==> config.mk <==
export PLATFORM = sky130hd
export DESIGN_NAME = pipe_stage_reg
export DESIGN_NICKNAME = d
export VERILOG_FILES = /design/src/rtl/pipe_stage_reg_pkg.sv /design/src/rtl/pipe_entry.sv /design/src/rtl/pipe_stage_reg.sv
export SDC_FILE = /design/constraint.sdc
export NUM_CORES = 1
export LEC_CHECK = 0
export CORE_AREA = 4 4 192 194
export DETAILED_ROUTE_END_ITERATION = 12
export DIE_AREA = 0 0 196 198
export PLACE_DENSITY_LB_ADDON = 0.08
export SYNTH_ARGS = -nofsm -noshare
export SYNTH_HDL_FRONTEND = slang
export SYNTH_SLANG_ARGS = --single-unit
==> constraint.sdc <==
create_clock -name clk -period 2.3 [get_ports clk]
set_input_delay 0.46 -clock clk [delete_from_list [all_inputs] [get_ports clk]]
set_output_delay 0.46 -clock clk [all_outputs]
set_load 0.005 [all_outputs]
==> src/rtl/pipe_stage_reg_pkg.sv <==
// Shared types and constants for the ID/EX pipeline register.
// Control bundle layout: {WB[1:0], MEM[1:0], EX[6:0]}.
package pipe_stage_reg_pkg;

  typedef enum logic [1:0] {
    ST_EMPTY = 2'd0,
    ST_FULL  = 2'd1,
    ST_SKID  = 2'd2
  } stage_st_e;

  localparam int CTRL_W_DEF = 11;
  localparam int DATA_W_DEF = 143;

  localparam int EX_LSB  = 0;
  localparam int EX_W    = 7;
  localparam int MEM_LSB = 7;
  localparam int MEM_W   = 2;
  localparam int WB_LSB  = 9;
  localparam int WB_W    = 2;

endpackage

==> src/rtl/pipe_entry.sv <==
// Payload register with load enable.
// Cleared asynchronously so a reset never leaks stale data.
module pipe_entry #(
  parameter int W = 8
) (
  input  logic         clk,
  input  logic         Reset_n,
  input  logic         ld,
  input  logic [W-1:0] d,
  output logic [W-1:0] q
);

  // hold payload until loaded
  always_ff @(posedge clk or negedge Reset_n) begin
    if (!Reset_n) q <= '0;
    else if (ld)  q <= d;
  end

endmodule

==> src/rtl/pipe_stage_reg.sv <==
// Valid/ready pipeline register between decode and execute.
// Optional skid entry lets in_ready come straight from a flop.
module pipe_stage_reg
  import pipe_stage_reg_pkg::*;
#(
  parameter int CTRL_W = CTRL_W_DEF,
  parameter int DATA_W = DATA_W_DEF,
  parameter int SKID   = 1
) (
  input  logic              clk,
  input  logic              Reset_n,
  input  logic              in_valid,
  output logic              in_ready,
  input  logic [CTRL_W-1:0] in_ctrl,
  input  logic [DATA_W-1:0] in_data,
  output logic              out_valid,
  input  logic              out_ready,
  output logic [CTRL_W-1:0] out_ctrl,
  output logic [DATA_W-1:0] out_data,
  input  logic              flush,
  output logic [15:0]       bubble_cnt
);

  localparam int W = CTRL_W + DATA_W;

  stage_st_e    st_q, st_d;
  logic         fire_in, take;
  logic         head_ld, skid_ld;
  logic [W-1:0] in_pl, head_d, head_q, skid_q;

  assign in_pl     = {in_ctrl, in_data};
  assign fire_in   = in_valid && in_ready && !flush;
  assign out_valid = (st_q != ST_EMPTY);
  assign take      = out_valid && out_ready;

  // next state and entry load enables; flush overrides all
  always_comb begin
    st_d    = st_q;
    head_ld = 1'b0;
    skid_ld = 1'b0;
    head_d  = in_pl;
    unique case (st_q)
      ST_EMPTY: begin
        if (fire_in) begin
          st_d    = ST_FULL;
          head_ld = 1'b1;
        end
      end
      ST_FULL: begin
        if (fire_in && take) begin
          head_ld = 1'b1;
        end else if (take) begin
          st_d = ST_EMPTY;
        end else if (fire_in && SKID != 0) begin
          st_d    = ST_SKID;
          skid_ld = 1'b1;
        end
      end
      ST_SKID: begin
        if (take) begin
          st_d    = ST_FULL;
          head_ld = 1'b1;
          head_d  = skid_q;
        end
      end
      default: st_d = ST_EMPTY;
    endcase
    if (flush) begin
      st_d    = ST_EMPTY;
      head_ld = 1'b0;
      skid_ld = 1'b0;
    end
  end

  // occupancy state
  always_ff @(posedge clk or negedge Reset_n) begin
    if (!Reset_n) st_q <= ST_EMPTY;
    else          st_q <= st_d;
  end

  pipe_entry #(.W(W)) u_head (
    .clk     (clk),
    .Reset_n (Reset_n),
    .ld      (head_ld),
    .d       (head_d),
    .q       (head_q)
  );

  generate
    if (SKID != 0) begin : g_skid
      logic rdy_q;

      // ready is low only while the skid slot is occupied
      always_ff @(posedge clk or negedge Reset_n) begin
        if (!Reset_n) rdy_q <= 1'b1;
        else          rdy_q <= (st_d != ST_SKID);
      end

      assign in_ready = rdy_q;

      pipe_entry #(.W(W)) u_skid (
        .clk     (clk),
        .Reset_n (Reset_n),
        .ld      (skid_ld),
        .d       (in_pl),
        .q       (skid_q)
      );
    end else begin : g_pass
      logic unused_skid_ld;
      assign unused_skid_ld = skid_ld;
      assign in_ready = out_ready || !out_valid;
      assign skid_q   = '0;
    end
  endgenerate

  // bubbles issue as NOPs: no write-back, no memory access
  assign out_ctrl = out_valid ? head_q[W-1 -: CTRL_W] : '0;
  assign out_data = head_q[DATA_W-1:0];

  // saturating count of starved downstream cycles
  always_ff @(posedge clk or negedge Reset_n) begin
    if (!Reset_n)
      bubble_cnt <= '0;
    else if (out_ready && !out_valid && bubble_cnt != 16'hFFFF)
      bubble_cnt <= bubble_cnt + 16'd1;
  end

endmodule

==> results.py <==
metrics = {
    "run_status": {
        "status": "complete, no violations",
    },
    "clocking": {
        "insertion_delay_ns": 0.51,
        "cts_sinks": 327,
        "htree_num_levels": 2,
        "cts-buffers-inserted": 38,
        "tritoncts": "done",
        "clock_tree.buffer_depth": 3,
        "cts_root_buffer": "clkbuf_16",
        "clk_pin_slew_worst_paths_ns": 0.06,
    },
    "yosys": {
        "synthMuxAreaShare_pct": 34.8,
        "synth_top_family_by_area": "multiplexers",
        "synth_cells": 1067,
        "synthXorXnorAreaFrac_pct": 0.838,
        "yosys_register_bits": 327,
        "synthAdderAreaFrac_pct": 0.0798,
        "synth-compound-area-share_pct": 0.176,
        "ys_warn_count": 0,
        "synth_edf_count": 0,
        "syn_area_um2": 15700,
        "synth-simple-area-share_pct": 2.20,
        "ys_top_cells_by_count": "403 x mux2_2, 326 x dfrtp_1, 159 x buf_4, 60 x mux2_4",
        "seq_area_frac_synth_pct": 52.2,
        "synth_nets": 1227,
        "avgSynthCellArea_um2": 14.7,
        "async_flop_share_pct": 100,
        "yosysTopAreaCell": "dfrtp_1",
        "yosysMostFrequentCell": "mux2_2",
        "synth.distinct_cells": 33,
        "synth_top_area_share_pct": 52.0,
        "synthTopCellsByArea": "dfrtp_1 52%, mux2_2 29%, buf_4 7.6%",
        "ys.flop_type": "dfrtp_1",
    },
    "die": {
        "fp-row-count": 69,
        "ios": 331,
        "initial_core_util_pct": 44.5,
        "dieWidth_um": 196,
        "core_area_um2": 35200,
        "die_h_um": 198,
        "die_area_um2": 38800,
    },
    "detailed_routing": {
        "drt_iter0_drc": 274,
        "routedWlPerCell_um": 19.4,
        "drtPass1Iterations": 5,
        "post-route-drc-count": 0,
        "wirelength_um": 34700,
        "vias": 8833,
        "viasPerCell": 4.93,
        "antenna_left": 0,
    },
    "critical_path": {
        "critPathArrivalTime_ns": 1.80,
        "r2r-end": "u_head.q[117]",
        "cp_cell_sequence": "nor2_4, buf_6, nor2b_2, clkdlybuf4s50_1",
        "regToRegSetupSlack_ns": 0.13,
        "cp_slowest_stage_delay_ns": 0.54,
        "reg2reg_depth": 7,
        "worstSetupStartpointType": "register",
        "cp_data_required_time_ns": 1.84,
        "slowest_stage": "clkdlybuf4s50_1",
        "cp-end-kind": "output port",
        "path_max_fanout": 6,
        "path_class": "register to output port",
        "r2r-start": "st_q[0]",
    },
    "placed_design": {
        "finalWeightedCongestion": 0.841,
        "numPortBuffers": 330,
        "pre_cts_ws_ns": -0.294,
        "dp.cells": 1717,
        "place_hpwl_um": 24800,
    },
    "final_layout": {
        "utilization_pct": 57.7,
        "areaGrowthSynthToFinish_pct": 29.6,
        "seqCellArea_um2": 8190,
        "multiInputGateArea_um2": 6000,
        "layout-drive-gt1-share_pct": 44.2,
        "fillCellCount": 2853,
        "finalNetCount": 1460,
        "finalNonFillerCells": 1791,
    },
    "sta": {
        "fin_ws_ns": 0.0381,
        "fmax_mhz": 442,
        "setup_violations": 0,
        "max_slew.worst_pin.slew_ns": 0.425,
        "skew_ns": 0.00823,
        "grt_setup_unrepaired": "no",
        "timing.final.crit_share_pct": 98.3,
        "maxSlewViolCount": 0,
        "finalCriticalPeriod_ns": 2.26,
        "hold_violations": 0,
        "relSlewSlack_pct": 71.7,
    },
    "run": {
        "max_cap_viol_count": 0,
    },
    "global_routing": {
        "grt_pass1_vias": 9409,
        "grt-ovfl-total": 0,
        "grt_pass1_wl_um": 54500,
        "antenna_found_initial": 2,
        "track_usage_pct": 17.5,
        "grt_start_max_net_pins": 71,
    },
    "hold_path": {
        "hold_class": "primary input to async pin",
    },
    "power": {
        "ir_drop_mv": 0.616,
        "powerDensity_nw_per_um2": 924,
        "p_leak_uw": 0.00884,
    },
}
## per-stage QoR
step	total power, uW	TNS (ns)	instance area (um^2)	hold WS [ns]
2_1_floorplan	10600	0	15700	0.164
3_3_place_gp	12100	-33.84	18800	0.411
3_5_place_dp	12200	-36.71	18800	0.407
4_1_cts	19100	0	20300	0.449
5_1_grt	19700	0	20300	0.473
6_report	18800	0	20300	0.451
## kinds of logic (layout without fill, tap and decap cells)
family | Yosys count | count (layout)
AOI/OAI and AO/OA | 4 | 4
buffers and inverters | 198 | 460
xor gates and xnor gates | 15 | 15
and+or+nand+nor | 57 | 57
muxes | 465 | 465
adders and majority gates | 1 | 1
DFF | 327 | 327
other | 0 | 1
## report_power, final
| group | switching (uW) | internal, uW |
|---|---|---|
| clock network | 2330 | 4420 |
| registers | 819 | 7240 |
| logic | 1170 | 2800 |
| total | 4320 | 14500 |
## flip-flops by register name, indices dropped and copies added (netlist names)
name / count
g_skid.u_skid.q: 154
u_head.q: 154
bubble_cnt: 16
st_q: 2
in_ready: 1
## cells in the final DEF (no fill, tap or decap), types with 2 or more instances in the layout
| master | netlist | final |
|---|---|---|
| and3_1 | 3 | 3 |
| buf_12 | 7 | 28 |
| buf_4 | 159 | 27 |
| buf_6 | 6 | 2 |
| bufinv_16 | 0 | 9 |
| clkbuf_1 | 6 | 11 |
| clkbuf_16 | 0 | 41 |
| clkbuf_8 | 0 | 5 |
| clkdlybuf4s50_1 | 0 | 324 |
| clkinv_2 | 0 | 2 |
| dfrtp_1 | 326 | 324 |
| dfrtp_2 | 0 | 2 |
| dlymetal6s2s_1 | 0 | 4 |
| inv_1 | 3 | 3 |
| mux2_2 | 403 | 403 |
| mux2_4 | 60 | 60 |
| mux2i_1 | 2 | 2 |
| nand2_1 | 7 | 7 |
| nand3_1 | 3 | 3 |
| nand3b_1 | 2 | 2 |
| nand4_1 | 6 | 6 |
| nor2_1 | 5 | 4 |
| nor2b_1 | 12 | 9 |
| nor2b_2 | 0 | 3 |
| nor3_1 | 5 | 5 |
| nor3b_1 | 4 | 4 |
| nor4_1 | 4 | 4 |
| or3_1 | 2 | 2 |
| xnor2_1 | 2 | 2 |
| xor2_1 | 13 | 13 |
## critical path, delay by kind of cell (launching register included)
family,cells,cell delay [ns]
flops,1,0.39
buf+inv,2,0.67
simple gates,2,0.23
## cell type report
class	instances	area share [%]
timing repair buffer	388	20.2
multi-input combinational	542	29.5
clock inverter	12	1.42
clock buffer	57	5.59
tap	461	2.84
antenna	1	0.0123
sequential	327	40.3
inverter	3	0.0554
## worst max path at each step
| stage | start | slack (ns) | endpoint |
|---|---|---|---|
| final | st_q[1] | 0.04 | out_ctrl[4] |
| after global routing | st_q[1] | 0.0008 | out_ctrl[4] |
| after CTS | st_q[1] | 0.008 | out_ctrl[6] |
| after detailed placement | out_ready | -0.29 | u_head.q[117] |
| after global placement | out_ready | -0.28 | u_head.q[118] |
| after floorplan | in_ready | 0.36 | u_head.q[100] |
## repair_timing
item,in CTS,in global routing
buffers inserted,2,0
setup endpoints to repair,12,4
cloned,1,0
hold buffers,1,0
gates resized for setup,11,4
pin swaps,0,0
endpoints found under the hold margin,39,0
## routing by layer
metal | track usage (%) | wire length, um
met2 | 27.8 | 16400
met1 | 23.8 | 15200
met4 | 4.03 | 653
met3 | 5.31 | 2430
met5 | 0 | 27
Power figures use the tool's default switching activity.
